===== config.mk =====
export PLATFORM = sky130hd
export DESIGN_NAME = digit_serial_adder
export DESIGN_NICKNAME = d
export VERILOG_FILES = /design/src/rtl/adder_pkg.sv /design/src/rtl/adder_digit.sv /design/src/rtl/full_adder.sv /design/src/rtl/digit_serial_adder.sv
export SDC_FILE = /design/constraint.sdc
export NUM_CORES = 1
export LEC_CHECK = 0
export CORE_MARGIN = 2
export CORE_UTILIZATION = 46
export DETAILED_ROUTE_END_ITERATION = 7
export PLACE_DENSITY = 0.76
export SLEW_MARGIN = 20
export SYNTH_ARGS = -nofsm -noshare
export SYNTH_HDL_FRONTEND = slang
export SYNTH_SLANG_ARGS = --single-unit
export TNS_END_PERCENT = 100

===== constraint.sdc =====
create_clock -name clk -period 3 [get_ports clk]
set_input_delay 0.6 -clock clk [delete_from_list [all_inputs] [get_ports clk]]
set_output_delay 0.6 -clock clk [all_outputs]
set_load 0.05 [all_outputs]

===== src/rtl/adder_pkg.sv =====
// adder_pkg: shared FSM state type and parameter legality check for the digit-serial adder
package adder_pkg;

    typedef enum logic [1:0] {IDLE, RUN, DONE} state_t;

    function automatic logic legal_cfg(input int w, input int d);
        return (d >= 1) && (d <= w) && (w % d == 0);
    endfunction

endpackage


===== src/rtl/adder_digit.sv =====
// adder_digit: DIGIT-wide combinational ripple chain of full_adder cells
module adder_digit #(
    parameter int DIGIT = 4
) (
    input  logic [DIGIT-1:0] a,
    input  logic [DIGIT-1:0] b,
    input  logic             ci,
    output logic [DIGIT-1:0] s,
    output logic             co,
    output logic             c_top
);

    logic [DIGIT:0] w_c;

    assign w_c[0] = ci;

    for (genvar i = 0; i < DIGIT; i++) begin : g_fa
        full_adder u_fa (
            .a (a[i]),
            .b (b[i]),
            .ci(w_c[i]),
            .s (s[i]),
            .co(w_c[i+1])
        );
    end

    assign co    = w_c[DIGIT];
    assign c_top = w_c[DIGIT-1];

endmodule


===== src/rtl/full_adder.sv =====
// full_adder: single-bit full-adder cell
module full_adder (
    input  logic a,
    input  logic b,
    input  logic ci,
    output logic s,
    output logic co
);

    assign s  = a ^ b ^ ci;
    assign co = (a & b) | (ci & (a ^ b));

endmodule


===== src/rtl/digit_serial_adder.sv =====
// digit_serial_adder: multi-cycle add/subtract, DIGIT bits per clock, LSB digit first, valid/ready on both sides
module digit_serial_adder
    import adder_pkg::*;
#(
    parameter int WIDTH = 16,
    parameter int DIGIT = 4
) (
    input  logic             clk,
    input  logic             rst_n,
    input  logic             in_valid,
    output logic             in_ready,
    input  logic [WIDTH-1:0] x,
    input  logic [WIDTH-1:0] y,
    input  logic             c_in,
    input  logic             sub,
    output logic             out_valid,
    input  logic             out_ready,
    output logic [WIDTH-1:0] sum,
    output logic             c_out,
    output logic             ovf
);

    localparam int NDIG = WIDTH / DIGIT;
    localparam int CW = (NDIG > 1) ? $clog2(NDIG) : 1;
    localparam logic [CW-1:0] LAST = CW'(NDIG - 1);

    if (!legal_cfg(WIDTH, DIGIT)) begin : g_bad_cfg
        $error("digit_serial_adder: WIDTH must be a positive multiple of DIGIT");
    end

    state_t           r_state;
    state_t           w_next;
    logic [WIDTH-1:0] r_a;
    logic [WIDTH-1:0] r_b;
    logic [WIDTH-1:0] r_sum;
    logic [CW-1:0]    r_k;
    logic             r_c;
    logic             r_cout;
    logic             r_ovf;
    logic [DIGIT-1:0] w_a;
    logic [DIGIT-1:0] w_b;
    logic [DIGIT-1:0] w_s;
    logic             w_co;
    logic             w_ctop;
    logic             w_last;

    assign in_ready  = (r_state == IDLE);
    assign out_valid = (r_state == DONE);
    assign sum       = r_sum;
    assign c_out     = r_cout;
    assign ovf       = r_ovf;
    assign w_last    = (r_k == LAST);

    // Select the current digit of both captured operands
    always_comb begin
        w_a = '0;
        w_b = '0;
        for (int i = 0; i < NDIG; i++) begin
            if (r_k == CW'(i)) begin
                w_a = r_a[i*DIGIT +: DIGIT];
                w_b = r_b[i*DIGIT +: DIGIT];
            end
        end
    end

    adder_digit #(.DIGIT(DIGIT)) u_digit (
        .a    (w_a),
        .b    (w_b),
        .ci   (r_c),
        .s    (w_s),
        .co   (w_co),
        .c_top(w_ctop)
    );

    // State register
    always_ff @(posedge clk or negedge rst_n) begin
        if (!rst_n) r_state <= IDLE;
        else        r_state <= w_next;
    end

    // Next state: accept in IDLE, run NDIG digits, hold result until consumed
    always_comb begin
        w_next = r_state;
        unique case (r_state)
            IDLE:    w_next = in_valid  ? RUN  : IDLE;
            RUN:     w_next = w_last    ? DONE : RUN;
            DONE:    w_next = out_ready ? IDLE : DONE;
            default: w_next = IDLE;
        endcase
    end

    // Operand capture (subtract folds into add of ~y with inverted carry seed) and per-digit accumulation
    always_ff @(posedge clk or negedge rst_n) begin
        if (!rst_n) begin
            r_a    <= '0;
            r_b    <= '0;
            r_sum  <= '0;
            r_k    <= '0;
            r_c    <= 1'b0;
            r_cout <= 1'b0;
            r_ovf  <= 1'b0;
        end else if (r_state == IDLE && in_valid) begin
            r_a <= x;
            r_b <= sub ? ~y : y;
            r_c <= sub ? ~c_in : c_in;
            r_k <= '0;
        end else if (r_state == RUN) begin
            for (int i = 0; i < NDIG; i++) begin
                if (r_k == CW'(i)) r_sum[i*DIGIT +: DIGIT] <= w_s;
            end
            r_c <= w_co;
            r_k <= r_k + CW'(1);
            if (w_last) begin
                r_cout <= w_co;
                r_ovf  <= w_ctop ^ w_co;
            end
        end
    end

endmodule


# After elaboration in Yosys (flattened, before gate mapping)
# Cells that the tools add are included.
[classes]
addsub = 1
n_eq_ne = 5
muxes = 18
bitwise = 24
n_reduce_logical = 8
[ops]
columns = ["operator", "count"]
rows = [
  ["4-bit two-way mux", 8],
  ["16-bit two-way mux", 1],
  ["16-bit NOT", 1],
  ["3-bit AND reduction", 4],
  ["1-bit bitwise XOR", 9],
  ["1-bit bitwise AND", 8],
  ["2-bit two-way mux", 4],
  ["2-bit == test, second input constant", 3],
  ["2-bit case mux with 3 select lines", 1],
  ["2-bit by 1-bit == test with 1-bit output, second input constant", 2],
  ["2-bit logical NOT", 2],
  ["1-bit two-way mux", 4],
  ["1-bit bitwise OR", 4],
  ["2-bit by 1-bit adder with 2-bit output, second input constant", 1],
  ["1-bit NOT", 2],
  ["2-bit nonzero test", 1],
  ["1-bit logical AND", 1],
]
[totals]
reg_bits = 55
in_bits = 38
output_inout_bits = 20
word_cells = 67

# Logic depth before layout (Yosys ltp)
[depth]
word_depth = 16
mapped_depth = 15
mapped_depth_nobuf = 14

# Modules after synthesis
# Synthesis repeated with hierarchy kept, for this count alone.
[unflattened]
hier_cells = 228
area_unflattened_um2 = 2753.9
[modules_own_cells]
columns = ["module", "instances", "cells_per_inst", "area_each_um2", "seq_area_each_um2"]
rows = [
  ["digit_serial_adder", 1, 224, 2673.8, 1376.3],
  ["full_adder", 4, 1, 20.0, 0.0],
]

# Worst setup path after synthesis
# Ideal clock, no wire load.
[synth_timing]
path_kind = "reg2reg"
from = "register r_k[0]"
to = "register r_sum[11], in the netlist sum[11]"
setup_time_ns = 0.125
t_arrival_ns = 2.990
required_ns = 2.875
path_slack_ns = -0.115
path_stages_with_launch = 15
n_path_buf = 1
synth_period_minus_slack_ns = 3.115
cell_sequence = "dfrtp_1 -> inv_1 -> ha_1 -> nor2b_1 -> buf_2 -> a221o_1 -> a22oi_1 -> fa_1 -> inv_1 -> fa_1 -> inv_1 -> fa_1 -> inv_1 -> fa_1 -> mux2_2"
[synth_between]
elab_chain_len = 13
word_cells_on_any_way = 27
cone_classes = "eq/ne: 3; mux: 8; bitwise: 14; reduce/logical: 2"
[synth_rtl]
columns = ["item", "line_no", "source"]
rows = [
  ["start, declared", "digit_serial_adder.sv:36", "logic [CW-1:0] r_k;"],
  ["start signal, assigned", "digit_serial_adder.sv:112", "r_k <= r_k + CW'(1);"],
  ["2-bit logical NOT", "digit_serial_adder.sv:59", "if (r_k == CW'(i)) begin"],
  ["4-bit two-way mux (4 in series)", "digit_serial_adder.sv:59", ""],
  ["1-bit bitwise XOR", "full_adder.sv:11", "assign co = (a & b) | (ci & (a ^ b));"],
  ["1-bit bitwise AND", "full_adder.sv:11", ""],
  ["1-bit bitwise OR", "full_adder.sv:11", ""],
  ["1-bit bitwise AND", "full_adder.sv:11", ""],
  ["1-bit bitwise OR", "full_adder.sv:11", ""],
  ["1-bit bitwise AND", "full_adder.sv:11", ""],
  ["1-bit bitwise OR", "full_adder.sv:11", ""],
  ["1-bit bitwise XOR (*)", "full_adder.sv:10", "assign s = a ^ b ^ ci;"],
  ["named net u_digit.g_fa[3].u_fa.s", "full_adder.sv:6", "output logic s,"],
  ["end signal, assigned by index", "digit_serial_adder.sv:109", "if (r_k == CW'(i)) r_sum[i*DIGIT +: DIGIT] <= w_s;"],
  ["end, declared", "digit_serial_adder.sv:35", "logic [WIDTH-1:0] r_sum;"],
]
# Mark *: on every way through the listed nets, which the timed path passes. The rest lies on a longest branch.
# A chain may end at the register's enable or synchronous reset.

# Worst setup path in the final report
[layout_timing]
from = "register r_k[1]"
to = "register r_sum[3], in the netlist sum[3]"
# The elaborated chain is that of the path after synthesis.

==> flow_summary.yaml <==
run_status:
  status: "finished with violations"
  violations: "negative setup slack"
detailed_routing:
  drtAntennaViolNets: 0
  vias_per_cell: 5.13
  drt-total-wl_mm: 5.53
  wl_per_cell_um: 14.8
  num_vias: 1920
  drc: 0
  drt_iter0_markers: 74
  firstDrtPassIters: 4
worst_setup_path:
  crit_type: "flop to flop"
  cp-end-kind: "flop"
  ff2ff_setup_slack_ns: -0.03
  cp.required_ns: 3.21
  r2r_start: "r_k[1]"
  cp.arrival_ns: 3.24
  r2r_cells: 13
  startpoint_type: "flop"
  timing.rr.end: "sum[3]"
  crit_start: "r_k[1]"
  path_max_fanout: 4
cts:
  htreeDepth: 2
  clk_latency_ns: 0.31
  cts_tree: "yes"
  cts-root-buf: "clkbuf_8"
  numCtsBuffers: 5
  clk_pin_slew_ns: 0.10
  clkSinkCount: 55
  clk_path_buf_depth: 2
yosys:
  ys_ff_latch: 55
  synth-edff-count: 0
  synthTopCellsByArea: "dfrtp_1, mux2_2, xnor2_1"
  synth_top_area_share: 0.513
  syn-num-nets: 280
  ys_warn_count: 0
  synthArstFlopShare: 1.00
  ys.flop_type: "dfrtp_1"
  synthCells: 234
  synth.distinct_cells: 30
  syn_avg_cell_area_um2: 11.5
  netlist_area_mm2: 0.00268
  post-synth-top-area-cell: "dfrtp_1"
  yosysSeqAreaShare: 0.513
floorplanning:
  initial_utilization: 0.481
  core_mm2: 0.00557
  fp.dieH_um: 80.4
  row_count: 27
  die-area_mm2: 0.00646
  die_w_um: 80.4
  ioPinCount: 58
min_path:
  hp-class: "primary input to asynchronous set/reset pin"
finish:
  diodes: 0
  layout.cells.non_filler: 374
  drive_gt1_frac: 0.275
  nNetsFinal: 347
  areaGrowthSynthToFinish_pct: 32.8
sta:
  clock.fmax_mhz: 330
  setup_viol: 4
  tightest_slew_ns: 0.497
  period_needed_ns: 3.03
  fin_crit_sh: 1.01
  relSlewSlack: 0.668
  maxSlewViolCount: 0
  final.setup.tns_ns: -0.115
  skew_ns: 0.00610
  worst_slack_ns: -0.0339
  finalHoldViolCount: 0
  rsz0062_at_grt: "yes"
pwr:
  p_per_area_mw_per_mm2: 1290
  irDropWorstVdd_mv: 0.705
  static-leakage-power_nw: 1.47
job:
  cap_violations: 0
place:
  place_hpwl_mm: 4.02
  place_inst: 362
  port_buffers: 57
  gp_congestion: 0.843
global_routing:
  antenna_found_initial: 0
  grt-ovfl-total: 0
  grt_pass1_vias: 1866
  grt_start_max_net_pins: 57
  grt_use_total: 0.186
  grt_pass1_wl_mm: 9.14
==> placed cells by master (no fill, tap or decap), types with 3 or more instances in the layout <==
| cell | instances |
|---|---|
| xnor2_1 | 14 |
| inv_1 | 8 |
| nor2b_1 | 3 |
| a221o_1 | 4 |
| dfrtp_1 | 55 |
| fa_2 | 4 |
| mux2_2 | 21 |
| a21oi_2 | 13 |
| o21ai_0 | 16 |
| nor2_1 | 15 |
| nand2_1 | 20 |
| nand3b_1 | 4 |
| a21oi_1 | 7 |
| clkdlybuf4s50_1 | 56 |
| a221oi_1 | 3 |
| buf_4 | 15 |
| xor2_1 | 4 |
| clkbuf_8 | 5 |
| inv_2 | 5 |
==> logic make-up after synthesis <==
group           Yosys count  synth area share
buf+inv                  28            0.0602
fa+ha+maj                 8            0.0485
compound gates           55             0.140
mux                      23            0.0961
simple gates             47            0.0830
flops                    55             0.513
xor+xnor                 18            0.0588
==> cell usage after synthesis, drive strengths merged, types with 4 or more instances <==
cell    instances
dfrtp          55
nor2           15
xor2            4
nand2          20
buf            14
inv            13
xnor2          14
nor2b           4
a22oi           4
a21oi          20
mux2           22
nand3b          5
o21ai          18
fa              4
a221o           4
ha              4
==> critical path: stages (launching register included) <==
cell	delay (ns)
dfrtp_1	0.42
inv_2	0.09
ha_4	0.18
buf_6	0.12
a221o_1	0.32
a22oi_2	0.17
fa_2	0.22
inv_2	0.04
fa_2	0.33
inv_2	0.06
fa_2	0.20
inv_2	0.04
fa_2	0.45
mux2_4	0.28
==> layer usage <==
layer,up-vias,GRT usage,wire [um]
met1,925,0.235,2380
li1,925,-,-
met5,-,0,0
met3,15,0.0404,252
met2,55,0.317,2760
met4,0,0.0610,137
==> worst max path at each step <==
stage               to  slack, ns  cells after the start
6_report        sum[3]      -0.03                     13
2_1_floorplan   sum[3]      -0.06                     14
4_1_cts        sum[11]    0.00001                     13
5_1_grt        sum[11]      -0.11                     13
3_5_place_dp   sum[11]      -0.11                     12
3_3_place_gp    sum[3]      0.001                     13
==> sequential cells by signal (all words and copies together) (netlist names) <==
signal and count:
sum 16, c_out 1, r_b 16, r_k 2, r_c 1, ovf 1, r_state 2, r_a 16
==> cell type report <==
cell class | count | area (um2)
multi-input cells | 151 | 1230
clock buffers | 5 | 68.8
inverters | 13 | 48.8
repair buffers | 75 | 729
well taps | 72 | 90.1
fillers | 457 | 2010
flip-flops and latches | 55 | 1380
clock inverters | 3 | 20.0
==> what timing repair did <==
action                                  CTS  global route
setup buffers                             3             1
hold buffers                              0             0
endpoints found under the hold margin     0             0
resized for setup                        13             5
pin swaps                                 4             0
endpoints found under the setup margin    7             7
==> power breakdown <==
group          internal [W]  leakage [nW]  switching [W]
Sequential          0.00112         0.651       0.000251
Clock              0.000163        0.0402       0.000245
Combinational       0.00128         0.777        0.00154
==> stage by stage <==
stage | power (W) | hold slack, ns | util | setup WS, ns | cell area [um2]
detailed placement | 0.00403 | 0.472 | 0.607 | -0.110 | 3390
global placement | 0.00392 | 0.461 | 0.607 | 0.00140 | 3390
CTS | 0.00454 | 0.287 | 0.635 | 0.0000102 | 3540
global route | 0.00490 | 0.282 | 0.639 | -0.113 | 3560
floorplan | 0.00320 | 0.304 | - | -0.0554 | 2710
finish | 0.00460 | 0.272 | 0.639 | -0.0339 | 3560
Note: power is estimated with default switching activity, not from simulation.
